<file path="config.mk">
export PLATFORM = sky130hd
export DESIGN_NAME = i8254_bus_sequencer
export DESIGN_NICKNAME = d
export VERILOG_FILES = /design/src/rtl/i8254_pkg.sv /design/src/rtl/i8254_byte_ptr.sv /design/src/rtl/i8254_bus_sequencer.sv
export SDC_FILE = /design/constraint.sdc
export NUM_CORES = 1
export LEC_CHECK = 0
export ABC_CLOCK_PERIOD_IN_PS = 1900
export BUFFER_PORTS_ARGS = -buffer_cell sky130_fd_sc_hd__clkbuf_2
export CAP_MARGIN = 25
export CELL_PAD_IN_SITES_DETAIL_PLACEMENT = 1
export CELL_PAD_IN_SITES_GLOBAL_PLACEMENT = 2
export CORE_UTILIZATION = 32
export DETAILED_ROUTE_END_ITERATION = 10
export PLACE_DENSITY = 0.82
export SETUP_SLACK_MARGIN = 0.15
export SKIP_CTS_REPAIR_TIMING = 1
export SLEW_MARGIN = 0
export SYNTH_ARGS = -nofsm -noshare
export SYNTH_HDL_FRONTEND = slang
export SYNTH_HIERARCHICAL = 1
export SYNTH_SLANG_ARGS = --single-unit
</file>
<file path="constraint.sdc">
create_clock -name clk -period 1.9 [get_ports clk]
set_input_delay 0.095 -clock clk [delete_from_list [all_inputs] [get_ports clk]]
set_output_delay 0.095 -clock clk [all_outputs]
set_load 0.01 [all_outputs]
</file>
<file path="src/rtl/i8254_pkg.sv">
// Shared types and constants for the 8254 bus sequencer: control-word layout,
// read/write access codes and address decode values.
package i8254_pkg;

    typedef enum logic [1:0] {
        RW_LATCH   = 2'b00,
        RW_LSB     = 2'b01,
        RW_MSB     = 2'b10,
        RW_LSB_MSB = 2'b11
    } rw_t;

    typedef logic [2:0] mode_t;

    typedef struct packed {
        logic [1:0] sc;
        rw_t        rw;
        mode_t      m;
        logic       bcd;
    } ctrl_word_t;

    localparam logic [1:0] ADDR_CTRL   = 2'b11;
    localparam logic [1:0] SC_READBACK = 2'b11;

    // Modes 6 and 7 are aliases of 2 and 3.
    function automatic mode_t fold_mode(input mode_t m);
        return {m[2] & ~m[1], m[1:0]};
    endfunction

endpackage

</file>
<file path="src/rtl/i8254_byte_ptr.sv">
// Per-counter bus state: configuration, LSB/MSB write and read pointers,
// staging byte, count/status latches and null_count. Status latch exists only with I8254_READBACK_EN.
module i8254_byte_ptr
    import i8254_pkg::*;
(
    input  logic        clk,
    input  logic        reset,
    input  logic        wr_en,
    input  logic        rd_en,
    input  logic        cfg_en,
    input  logic        latch_en,
    input  logic        stat_en,
    input  logic [7:0]  d,
    input  logic [15:0] count,
    input  logic        out_pin,
    input  logic        count_loaded,
    output logic        load,
    output logic [15:0] load_value,
    output logic        cfg_strobe,
    output logic [2:0]  mode,
    output logic        bcd,
    output logic        null_count,
    output logic [7:0]  rd_byte
);

    ctrl_word_t  cw;
    rw_t         rw_reg;
    mode_t       mode_reg;
    logic        bcd_reg;
    logic        wr_msb_reg;
    logic        rd_msb_reg;
    logic [7:0]  stage_reg;
    logic [15:0] latch_reg;
    logic        latch_held_reg;
    logic        load_reg;
    logic [15:0] load_value_reg;
    logic        cfg_strobe_reg;
    logic        null_reg;
    logic        stat_held;
    logic [7:0]  stat_byte;
    logic [7:0]  status_now;
    logic [15:0] src;
    logic [7:0]  cnt_byte;

    assign cw         = d;
    assign status_now = {out_pin, null_reg, rw_reg, mode_reg, bcd_reg};

    always_comb begin
        src = latch_held_reg ? latch_reg : count;
        case (rw_reg)
            RW_MSB:     cnt_byte = src[15:8];
            RW_LSB_MSB: cnt_byte = rd_msb_reg ? src[15:8] : src[7:0];
            default:    cnt_byte = src[7:0];
        endcase
        rd_byte = stat_held ? stat_byte : cnt_byte;
    end

`ifdef I8254_READBACK_EN
    logic       stat_held_reg;
    logic [7:0] stat_reg;

    always_ff @(posedge clk) begin
        if (reset) begin
            stat_held_reg <= 1'b0;
            stat_reg      <= 8'h00;
        end else if (cfg_en || (rd_en && stat_held_reg)) begin
            stat_held_reg <= 1'b0;
        end else if (stat_en && !stat_held_reg) begin
            stat_reg      <= status_now;
            stat_held_reg <= 1'b1;
        end
    end

    assign stat_held = stat_held_reg;
    assign stat_byte = stat_reg;
`else
    logic unused_status;
    assign unused_status = &{1'b0, stat_en, status_now};
    assign stat_held     = 1'b0;
    assign stat_byte     = 8'h00;
`endif

    always_ff @(posedge clk) begin
        if (reset) begin
            rw_reg         <= RW_LSB;
            mode_reg       <= '0;
            bcd_reg        <= 1'b0;
            wr_msb_reg     <= 1'b0;
            rd_msb_reg     <= 1'b0;
            stage_reg      <= 8'h00;
            latch_reg      <= 16'h0000;
            latch_held_reg <= 1'b0;
            load_reg       <= 1'b0;
            load_value_reg <= 16'h0000;
            cfg_strobe_reg <= 1'b0;
            null_reg       <= 1'b0;
        end else begin
            load_reg       <= 1'b0;
            cfg_strobe_reg <= 1'b0;
            if (count_loaded)
                null_reg <= 1'b0;
            if (cfg_en) begin
                rw_reg         <= cw.rw;
                mode_reg       <= fold_mode(cw.m);
                bcd_reg        <= cw.bcd;
                wr_msb_reg     <= 1'b0;
                rd_msb_reg     <= 1'b0;
                latch_held_reg <= 1'b0;
                null_reg       <= 1'b1;
                cfg_strobe_reg <= 1'b1;
            end
            if (latch_en && !latch_held_reg) begin
                latch_reg      <= count;
                latch_held_reg <= 1'b1;
            end
            if (wr_en) begin
                case (rw_reg)
                    RW_MSB: begin
                        load_value_reg <= {d, 8'h00};
                        load_reg       <= 1'b1;
                        null_reg       <= 1'b1;
                    end
                    RW_LSB_MSB: begin
                        if (!wr_msb_reg) begin
                            stage_reg  <= d;
                            wr_msb_reg <= 1'b1;
                        end else begin
                            load_value_reg <= {d, stage_reg};
                            load_reg       <= 1'b1;
                            null_reg       <= 1'b1;
                            wr_msb_reg     <= 1'b0;
                        end
                    end
                    default: begin
                        load_value_reg <= {8'h00, d};
                        load_reg       <= 1'b1;
                        null_reg       <= 1'b1;
                    end
                endcase
            end
            // A pending status byte is consumed first and leaves the count pointer alone.
            if (rd_en && !stat_held) begin
                if (rw_reg == RW_LSB_MSB) begin
                    rd_msb_reg <= ~rd_msb_reg;
                    if (rd_msb_reg)
                        latch_held_reg <= 1'b0;
                end else begin
                    latch_held_reg <= 1'b0;
                end
            end
        end
    end

    assign load       = load_reg;
    assign load_value = load_value_reg;
    assign cfg_strobe = cfg_strobe_reg;
    assign mode       = mode_reg;
    assign bcd        = bcd_reg;
    assign null_count = null_reg;

endmodule

</file>
<file path="src/rtl/i8254_bus_sequencer.sv">
// 8254 CPU-bus sequencer: pin synchronizers, strobe edge detection, address and
// control-word decode, read mux. Optional read-back command under I8254_READBACK_EN.
module i8254_bus_sequencer
    import i8254_pkg::*;
#(
    parameter int SYNC_STAGES = 2,
    parameter int COUNT_W     = 16
) (
    input  logic                 clk,
    input  logic                 reset,
    input  logic                 cs_n,
    input  logic                 rd_n,
    input  logic                 wr_n,
    input  logic                 a0,
    input  logic                 a1,
    input  logic [7:0]           d_in,
    output logic [7:0]           d_out,
    output logic                 d_oe,
    input  logic [3*COUNT_W-1:0] count_in,
    input  logic [2:0]           out_in,
    input  logic [2:0]           count_loaded,
    output logic [2:0]           load,
    output logic [COUNT_W-1:0]   load_value,
    output logic [2:0]           cfg_strobe,
    output logic [8:0]           mode_o,
    output logic [2:0]           bcd_o,
    output logic [2:0]           null_count
);

    localparam int PW = 13;
    localparam int CS_B = 12;
    localparam int RD_B = 11;
    localparam int WR_B = 10;
    localparam logic [PW-1:0] PINS_IDLE = {3'b111, 10'd0};

    // Address and data travel through the same stages as the strobes so they stay aligned.
    logic [PW-1:0] pins_raw;
    logic [PW-1:0] pins_s;
    logic [PW-1:0] pins_p_reg;
    assign pins_raw = {cs_n, rd_n, wr_n, a1, a0, d_in};

    generate
        if (SYNC_STAGES == 0) begin : g_nosync
            assign pins_s = pins_raw;
        end else begin : g_sync
            logic [SYNC_STAGES-1:0][PW-1:0] stage_reg;
            always_ff @(posedge clk) begin
                if (reset) begin
                    stage_reg <= {SYNC_STAGES{PINS_IDLE}};
                end else begin
                    stage_reg[0] <= pins_raw;
                    for (int i = 1; i < SYNC_STAGES; i++)
                        stage_reg[i] <= stage_reg[i-1];
                end
            end
            assign pins_s = stage_reg[SYNC_STAGES-1];
        end
    endgenerate

    logic       wr_rise;
    logic       rd_rise;
    logic       wr_commit_reg;
    logic       rd_commit_reg;
    logic [1:0] addr_reg;
    logic [7:0] data_reg;

    assign wr_rise = pins_s[WR_B] & ~pins_p_reg[WR_B] & ~pins_p_reg[CS_B] & pins_p_reg[RD_B];
    assign rd_rise = pins_s[RD_B] & ~pins_p_reg[RD_B] & ~pins_p_reg[CS_B] & pins_p_reg[WR_B];

    always_ff @(posedge clk) begin
        if (reset) begin
            pins_p_reg    <= PINS_IDLE;
            wr_commit_reg <= 1'b0;
            rd_commit_reg <= 1'b0;
            addr_reg      <= 2'b00;
            data_reg      <= 8'h00;
        end else begin
            pins_p_reg    <= pins_s;
            wr_commit_reg <= wr_rise;
            rd_commit_reg <= rd_rise;
            if (wr_rise || rd_rise) begin
                addr_reg <= pins_p_reg[9:8];
                data_reg <= pins_p_reg[7:0];
            end
        end
    end

    logic ctrl_wr;
    logic rb_cmd;
    assign ctrl_wr = wr_commit_reg && (addr_reg == ADDR_CTRL);
`ifdef I8254_READBACK_EN
    assign rb_cmd = ctrl_wr && (data_reg[7:6] == SC_READBACK);
`else
    assign rb_cmd = 1'b0;
`endif

    logic [2:0]       cnt_wr;
    logic [2:0]       cnt_rd;
    logic [2:0]       cfg_en;
    logic [2:0]       latch_en;
    logic [2:0]       stat_en;
    logic [2:0][15:0] lv_w;
    logic [2:0][7:0]  rd_byte_w;

    generate
        for (genvar gi = 0; gi < 3; gi++) begin : g_ctr
            assign cnt_wr[gi]   = wr_commit_reg && (addr_reg == 2'(gi));
            assign cnt_rd[gi]   = rd_commit_reg && (addr_reg == 2'(gi));
            assign cfg_en[gi]   = ctrl_wr && (data_reg[7:6] == 2'(gi)) && (data_reg[5:4] != RW_LATCH);
            assign latch_en[gi] = (ctrl_wr && (data_reg[7:6] == 2'(gi)) && (data_reg[5:4] == RW_LATCH))
                                || (rb_cmd && !data_reg[5] && data_reg[gi+1]);
            assign stat_en[gi]  = rb_cmd && !data_reg[4] && data_reg[gi+1];

            i8254_byte_ptr u_ptr (
                .clk          (clk),
                .reset        (reset),
                .wr_en        (cnt_wr[gi]),
                .rd_en        (cnt_rd[gi]),
                .cfg_en       (cfg_en[gi]),
                .latch_en     (latch_en[gi]),
                .stat_en      (stat_en[gi]),
                .d            (data_reg),
                .count        (count_in[COUNT_W*gi +: COUNT_W]),
                .out_pin      (out_in[gi]),
                .count_loaded (count_loaded[gi]),
                .load         (load[gi]),
                .load_value   (lv_w[gi]),
                .cfg_strobe   (cfg_strobe[gi]),
                .mode         (mode_o[3*gi +: 3]),
                .bcd          (bcd_o[gi]),
                .null_count   (null_count[gi]),
                .rd_byte      (rd_byte_w[gi])
            );
        end
    endgenerate

    always_comb begin
        load_value = '0;
        for (int i = 0; i < 3; i++)
            if (load[i])
                load_value = lv_w[i];
    end

    // Drive enable follows the raw pins so the CPU sees data within its read strobe.
    always_comb begin
        d_oe  = ~cs_n & ~rd_n & wr_n & ({a1, a0} != ADDR_CTRL);
        d_out = 8'h00;
        if (d_oe) begin
            case ({a1, a0})
                2'd0:    d_out = rd_byte_w[0];
                2'd1:    d_out = rd_byte_w[1];
                default: d_out = rd_byte_w[2];
            endcase
        end
    end

endmodule

</file>
==> flow_summary.toml, run 1 <==
[critical_path]
reg2reg_to = "g_ctr[1].u_ptr/latch_reg[13]"
criticalPathCategory = "reg -> out"
arrival_ps = 2410
reg2reg_from = "data_reg[6]"
end_kind = "output pin"
rr_worst_depth = 7
crit_path_start_kind = "flop"
rrSetupSlack_ps = 280
critPathRequiredTime_ps = 1800
worstPathMaxFanout = 8

[hold_path]
hold-path-endpoint = "pins_s[5]"
min_from = "reset"
whs_path_depth = 2
hp-class = "in -> reg"

[final_layout]
fill_cells = 3272
layout-drive-gt1-share = 0.245
finish.utilization = 0.422
seqCellArea_um2 = 4160
multi_input_area_um2 = 4420
layout_common_cells = "dfxtp_1, nand2_1, a21oi_1, clkbuf_2, nor2b_1"
diodes = 0
area_growth_pct = 29.4
layout_commonest_cell = "dfxtp_1"
final_nets = 1232

[cts]
ctsRootBufferMaster = "clkbuf_16"
cts.sinks = 207
cts_tree = "yes"
cts_buffer_depth = 3
htreeDepth = 1
numCtsBuffers = 23
clk_pin_slew_ps = 60
insertion_delay_ps = 510

[power]
sw_frac_of_total = 0.214
internal_power_uw = 7390
power_frac_seq = 0.465
p_switching_uw = 2020
clockPowerShare = 0.489
p_leak_uw = 0.00435
pwr-share-comb = 0.046
peakVddDrop_v = 0.000502
powerDensity_nw_per_um2 = 803
finalPower_uw = 9400

[synth]
syn-cell-area_um2 = 9050
netlist_instances = 984
synth_nets = 1053
ys_warn_count = 6
avgSynthCellArea_um2 = 9.20

[timing]
fmax_mhz = 400
fin_setup_tns_ps = -4450
finalCriticalPeriod_ps = 2500
finalSetupViolations = 8
max-slew-margin-rel = 0.490
period_share = 1.32
rsz0062_at_grt = "yes"
skew_ps = 12.8
drv_slew = 0
worst_pin_slew_ps = 765
finalHoldViolCount = 0
fin_ws_ps = -600

[die]
core_um2 = 27800
ios = 115
die_area_um2 = 29000
die_y_um = 170
initial_utilization = 0.326
chipWidth_um = 170
rows = 61

[run_status]
status = "finished, violations left"
failed_checks = "negative setup slack"

[route]
first_pass_iters = 5
via_count = 7799
post_drt_wl_per_cell_um = 17.9
drt-initial-drc-count = 378
via_per_inst = 5.01
ant_nets = 0
drc = 0
totalWireLength_mm = 27.8

[job]
cap_violations = 0

[global_routing]
grt_pass1_wl_mm = 41.5
grt_max_degree = 103
grt_overflow = 0
antenna_found_initial = 0
first_global_vias = 7623
gr-usage-all-layers = 0.181

[placement]
hpwl_mm = 18.0
gp_congestion = 0.813
numPortBuffers = 111
==> power groups by stage <==
stage	Combinational [uW]	Clock [uW]	Sequential [uW]
2_1_floorplan	161	0	4470
3_3_place_gp	311	0	4480
3_5_place_dp	312	0	4480
4_1_cts	313	4720	4380
5_1_grt	465	4890	4380
6_report	433	4590	4380
==> metal layers <==
layer | global-route usage | part of all wire | vias to the layer above | wire, um
met3 | 0.0258 | 0.042 | 33 | 1160
met1 | 0.243 | 0.46 | 3813 | 12700
met5 | 0 | 0 | - | 0
met4 | 0.0470 | 0.018 | 0 | 504
met2 | 0.304 | 0.48 | 171 | 13400
li1 | - | - | 3782 | -
==> layout make-up <==
class	instances	share of cell area
clock inverters	10	0.0116
well taps	378	0.0404
repair buffers	231	0.148
inverters	37	0.0125
flip-flops and latches	207	0.355
multi-input cells	663	0.378
clock buffers	30	0.0548
==> metrics by stage <==
step / setup WS (ps) / hold slack, ps / cells / instance area (um^2)
floorplan: 77.3 / 199 / 984 / 9050
global placement: -131 / 305 / 1444 / 10100
detailed placement: -176 / 303 / 1444 / 10100
CTS: -723 / -225 / 1484 / 10900
global route: -718 / 81.0 / 1556 / 11700
finish: -600 / 67.3 / 1556 / 11700
==> worst max-delay path, stage by stage (launching register included) <==
cell,delay (ps)
dfxtp_2,330
inv_2,50
a21oi_4,140
buf_12,150
mux4_2,520
mux2_4,280
mux2i_2,190
nor2_1,70
buf_2,160
==> worst max path at each step <==
stage | start | endpoint | slack (ps) | cells after the start
2_1_floorplan | g_ctr[1].u_ptr/rw_reg[1] | d_out[0] | 80 | 7
3_3_place_gp | g_ctr[1].u_ptr/rd_msb_reg | d_out[3] | -130 | 8
3_5_place_dp | g_ctr[1].u_ptr/rd_msb_reg | d_out[3] | -180 | 8
4_1_cts | g_ctr[1].u_ptr/rd_msb_reg | d_out[3] | -720 | 8
5_1_grt | g_ctr[1].u_ptr/rd_msb_reg | d_out[5] | -720 | 8
6_report | g_ctr[1].u_ptr/rd_msb_reg | d_out[5] | -600 | 8
No activity file was read; power rests on OpenSTA's default activity.
==> inputs of run 2 (changes only) <==
--- a/config.mk
+++ b/config.mk
@@ -14,7 +14,6 @@
 export DETAILED_ROUTE_END_ITERATION = 10
 export PLACE_DENSITY = 0.82
 export SETUP_SLACK_MARGIN = 0.15
-export SKIP_CTS_REPAIR_TIMING = 1
 export SLEW_MARGIN = 0
 export SYNTH_ARGS = -nofsm -noshare
 export SYNTH_HDL_FRONTEND = slang
==> run 2 against run 1 <==
Clock-buffer cell count did not move. Largest cell class unchanged. Power barely moved. Global-route usage rose by 1.5 points. The run still ends with negative setup slack left.
==> flow_summary.toml, run 2 (same netlist as run 1, synthesis figures left out) <==
[job]
cap_violations = 0

[global_routing]
grt_pass1_wl_mm = 44.7
first_global_vias = 8161
grt_max_degree = 103
gr-usage-all-layers = 0.196
antenna_found_initial = 0
grt_overflow = 0

[critical_path]
crit_buf_inv = 3
reg2reg_to = "g_ctr[1].u_ptr/latch_reg[13]"
reg2reg_from = "data_reg[6]"
worstPathMaxFanout = 8
critPathRequiredTime_ps = 1800
rr_worst_depth = 7
critPathMaxStageDelay_ps = 490
cp_num_cells = 8
path_delay_family = "multiplexers"
cp_cell_sequence = "inv_4 -> a21oi_4 -> buf_12 -> mux4_2 -> mux2_2 -> mux2i_2 -> nor2_1 -> clkbuf_2"
crit_start = "g_ctr[0].u_ptr/rw_reg[1]"
crit_path_start_kind = "flop"
arrival_ps = 2370
end_kind = "output pin"
criticalPathCategory = "reg -> out"
cp_slowest_cell = "mux4_2"
rrSetupSlack_ps = 250

[final_layout]
layout_commonest_cell = "dfxtp_1"
final_nets = 1234
layout-drive-gt1-share = 0.248
diodes = 0
area_growth_pct = 29.9
fill_cells = 3270
layout_common_cells = "dfxtp_1, nand2_1, a21oi_1, clkbuf_2, nor2b_1"

[placement]
numPortBuffers = 111
gp_congestion = 0.813
hpwl_mm = 18.0

[cts]
clk_pin_slew_ps = 60
numCtsBuffers = 23
cts.sinks = 207
ctsRootBufferMaster = "clkbuf_16"
insertion_delay_ps = 510
cts_buffer_depth = 3
htreeDepth = 1
cts_tree = "yes"

[hold_path]
hold-path-endpoint = "g_sync.stage_reg[9]"
whs_path_depth = 3
min_from = "a1"
hp-class = "in -> reg"

[timing]
finalCriticalPeriod_ps = 2460
rsz0062_at_grt = "yes"
fin_ws_ps = -562
finalSetupViolations = 8
period_share = 1.30
finalHoldViolCount = 0
holdWs_ps = 85.4
worst_pin_slew_ps = 735
fmax_mhz = 406
skew_ps = 11.4
drv_slew = 0
max-slew-margin-rel = 0.510

[route]
via_count = 7871
post_drt_wl_per_cell_um = 17.9
via_per_inst = 5.05
first_pass_iters = 4
drc = 0
totalWireLength_mm = 27.9
drt-initial-drc-count = 364
ant_nets = 0

[die]
die_area_um2 = 29000
core_um2 = 27800
rows = 61
chipWidth_um = 170
ios = 115
initial_utilization = 0.326
die_y_um = 170

[run_status]
failed_checks = "negative setup slack"
status = "finished, violations left"

[power]
powerDensity_nw_per_um2 = 800
finalPower_uw = 9410
peakVddDrop_v = 0.000543
p_leak_uw = 0.00436
-- run 2: where the power goes --
part	leakage (uW)	switching (uW)	internal [uW]
logic	0.00230	200	236
clock network	0.000374	1810	2780
registers	0.00168	8.21	4370
-- run 2: per-stage QoR --
stage | setup WS, ps | std cells | utilization | instance area (um^2) | setup TNS, ps
after CTS | -570 | 1556 | 0.419 | 11700 | -4410
final | -562 | 1558 | 0.423 | 11800 | -4290
after global routing | -668 | 1558 | 0.423 | 11800 | -5110
after floorplan | 77.3 | 984 | - | 9050 | 0
after detailed placement | -176 | 1444 | 0.365 | 10100 | -1090
after global placement | -131 | 1444 | 0.365 | 10100 | -791
-- run 2: repair_timing --
item | CTS | global route
resized for setup | 48 | 37
setup buffers | 9 | 2
setup endpoints to repair | 42 | 85
pin swaps | 13 | 14
hold buffers | 62 | 0
endpoints found under the hold margin | 62 | 0
cloned | 1 | 0
-- run 2: worst max-delay path by stage --
stage | to | slack (ps)
CTS | d_out[5] | -570
global route | d_out[5] | -670
detailed placement | d_out[3] | -180
finish | d_out[7] | -560
global placement | d_out[3] | -130
floorplan | d_out[0] | 80
-- run 2: area by class of cell --
type                    count  area, um^2  area share
well taps                 378         473      0.0402
multi-input cells         662        4420       0.376
repair buffers            234        1770       0.151
inverters                  37         146      0.0125
clock inverters            10         136      0.0116
flip-flops and latches    207        4160       0.354
clock buffers              30         642      0.0546
-- run 2: per-layer routing --
layer  global-route usage  wire [um]  up-vias
li1                     -          -     3786
met1                0.258      12700     3878
met2                0.336      13600      171
met3               0.0256       1050       36
met4               0.0521        556        0
met5                    0          0        -
-- run 2: worst min-delay path, stage by stage --
cell      delay (ps)
clkbuf_2          90
buf_4            200
nor2b_1          160
==> inputs of run 3 (changes only) <==
--- a/config.mk
+++ b/config.mk
@@ -10,6 +10,7 @@
 export CAP_MARGIN = 25
 export CELL_PAD_IN_SITES_DETAIL_PLACEMENT = 1
 export CELL_PAD_IN_SITES_GLOBAL_PLACEMENT = 2
+export CORE_ASPECT_RATIO = 0.8
 export CORE_UTILIZATION = 32
 export DETAILED_ROUTE_END_ITERATION = 10
 export PLACE_DENSITY = 0.82
==> run 3 against run 2 <==
The run still ends with negative setup slack left. Critical path type unchanged. Largest power group unchanged. Via count rose by 0.70%. Register-to-register slack gained 30 ps. Worst setup slack got worse by 110 ps. First-iteration DRC count grew 39%. Global-route usage down 0.55 points. Sequential power about the same. Non-clock buffer count increased by 11. Design area up 1.6%. Clock power rose by 2%.
==> flow_summary.toml, run 3 (same netlist as run 1, synthesis figures left out) <==
[run_status]
status = "finished, violations left"
failed_checks = "negative setup slack"

[cts]
cts_buffer_depth = 3
insertion_delay_ps = 510
clk_pin_slew_ps = 60
htreeDepth = 1
ctsRootBufferMaster = "clkbuf_16"
cts.sinks = 207
cts_tree = "yes"
numCtsBuffers = 24

[final_layout]
layout-drive-gt1-share = 0.251
diodes = 0
final_nets = 1246
layout_common_cells = "dfxtp_1, nand2_1, a21oi_1, clkbuf_2, dlygate4sd3_1"
layout_commonest_cell = "dfxtp_1"
area_growth_pct = 31.9
finish.utilization = 0.434

[route]
via_per_inst = 5.09
via_count = 7926
drt-initial-drc-count = 505
totalWireLength_mm = 27.8
post_drt_wl_per_cell_um = 17.9
ant_nets = 0
first_pass_iters = 5
drc = 0

[hold_path]
hp-class = "in -> reg"

[job]
cap_violations = 0

[die]
core_um2 = 27500
ios = 115
die_y_um = 152
die_area_um2 = 29000
initial_utilization = 0.329
chipWidth_um = 190
rows = 54

[critical_path]
arrival_ps = 2480
crit_path_start_kind = "flop"
critPathRequiredTime_ps = 1800
criticalPathCategory = "reg -> out"
worstPathMaxFanout = 6
end_kind = "output pin"

[global_routing]
first_global_vias = 8074
grt_pass1_wl_mm = 44.2
grt_max_degree = 52
grt_overflow = 0
gr-usage-all-layers = 0.191
antenna_found_initial = 0

[power]
peakVddDrop_v = 0.000548
powerDensity_nw_per_um2 = 800
p_leak_uw = 0.00446

[timing]
finalSetupViolations = 8
period_share = 1.35
fmax_mhz = 389
skew_ps = 11.3
finalCriticalPeriod_ps = 2570
finalHoldViolCount = 0
max-slew-margin-rel = 0.608
holdWs_ps = 119
drv_slew = 0
fin_ws_ps = -671
worst_pin_slew_ps = 588
rsz0062_at_grt = "yes"

[placement]
gp_congestion = 0.829
hpwl_mm = 18.5
numPortBuffers = 111
-- run 3: metrics by stage --
step	setup TNS, ps	instances	setup slack [ps]	instance area [um^2]	power [uW]
after floorplan	0	984	77.3	9050	4640
after global placement	-1210	1437	-186	10200	4790
after detailed placement	-1580	1437	-234	10200	4790
after CTS	-5160	1556	-677	11800	9640
after global routing	-5790	1558	-758	11900	9880
final	-5020	1558	-671	11900	9560
-- run 3: area by class of cell --
cell class,instances,area [um^2]
inverter,37,146
tap,364,455
timing repair buffer,245,1870
clock inverter,7,66.3
sequential,207,4160
fill,3156,15600
clock buffer,36,747
multi-input combinational,662,4500
-- run 3: final timing paths --
check                                  from                           to  slack (ps)  depth (start not counted)
setup reg to reg              wr_commit_reg  g_ctr[1].u_ptr/stage_reg[5]         280                          6
setup / recovery  g_ctr[1].u_ptr/rd_msb_reg                     d_out[6]        -670                          8
hold reg to reg        g_sync.stage_reg[10]                   pins_s[10]         410                          1
hold / removal                           a0          g_sync.stage_reg[8]         120                          2
-- run 3: critical path, cell delays in order (launching register included) --
cell,delay (ps)
dfxtp_2,330
inv_2,50
a21oi_4,230
buf_12,160
mux4_2,510
mux2_4,290
mux2i_4,180
nor2_1,70
buf_2,150
-- run 3: routing by layer --
metal  wire length [um]  GRT usage  vias to the layer above
li1                   -          -                     3805
met1              13300      0.268                     3901
met2              12800      0.307                      181
met3               1220     0.0260                       39
met4                515     0.0449                        0
met5                  0          0                        -
-- run 3: repair_timing --
item,CTS,global route
endpoints found under the setup margin,41,94
resized for setup,38,51
pin swaps,4,11
hold endpoints to repair,90,0
hold buffers,70,0
buffers inserted,6,2
-- run 3: where the power goes --
| group | leakage, uW | internal (uW) | switching, uW |
|---|---|---|---|
| Clock | 0.000403 | 2840 | 1860 |
| Combinational | 0.00238 | 258 | 218 |
| Sequential | 0.00168 | 4370 | 8.07 |
| Total | 0.00446 | 7470 | 2090 |
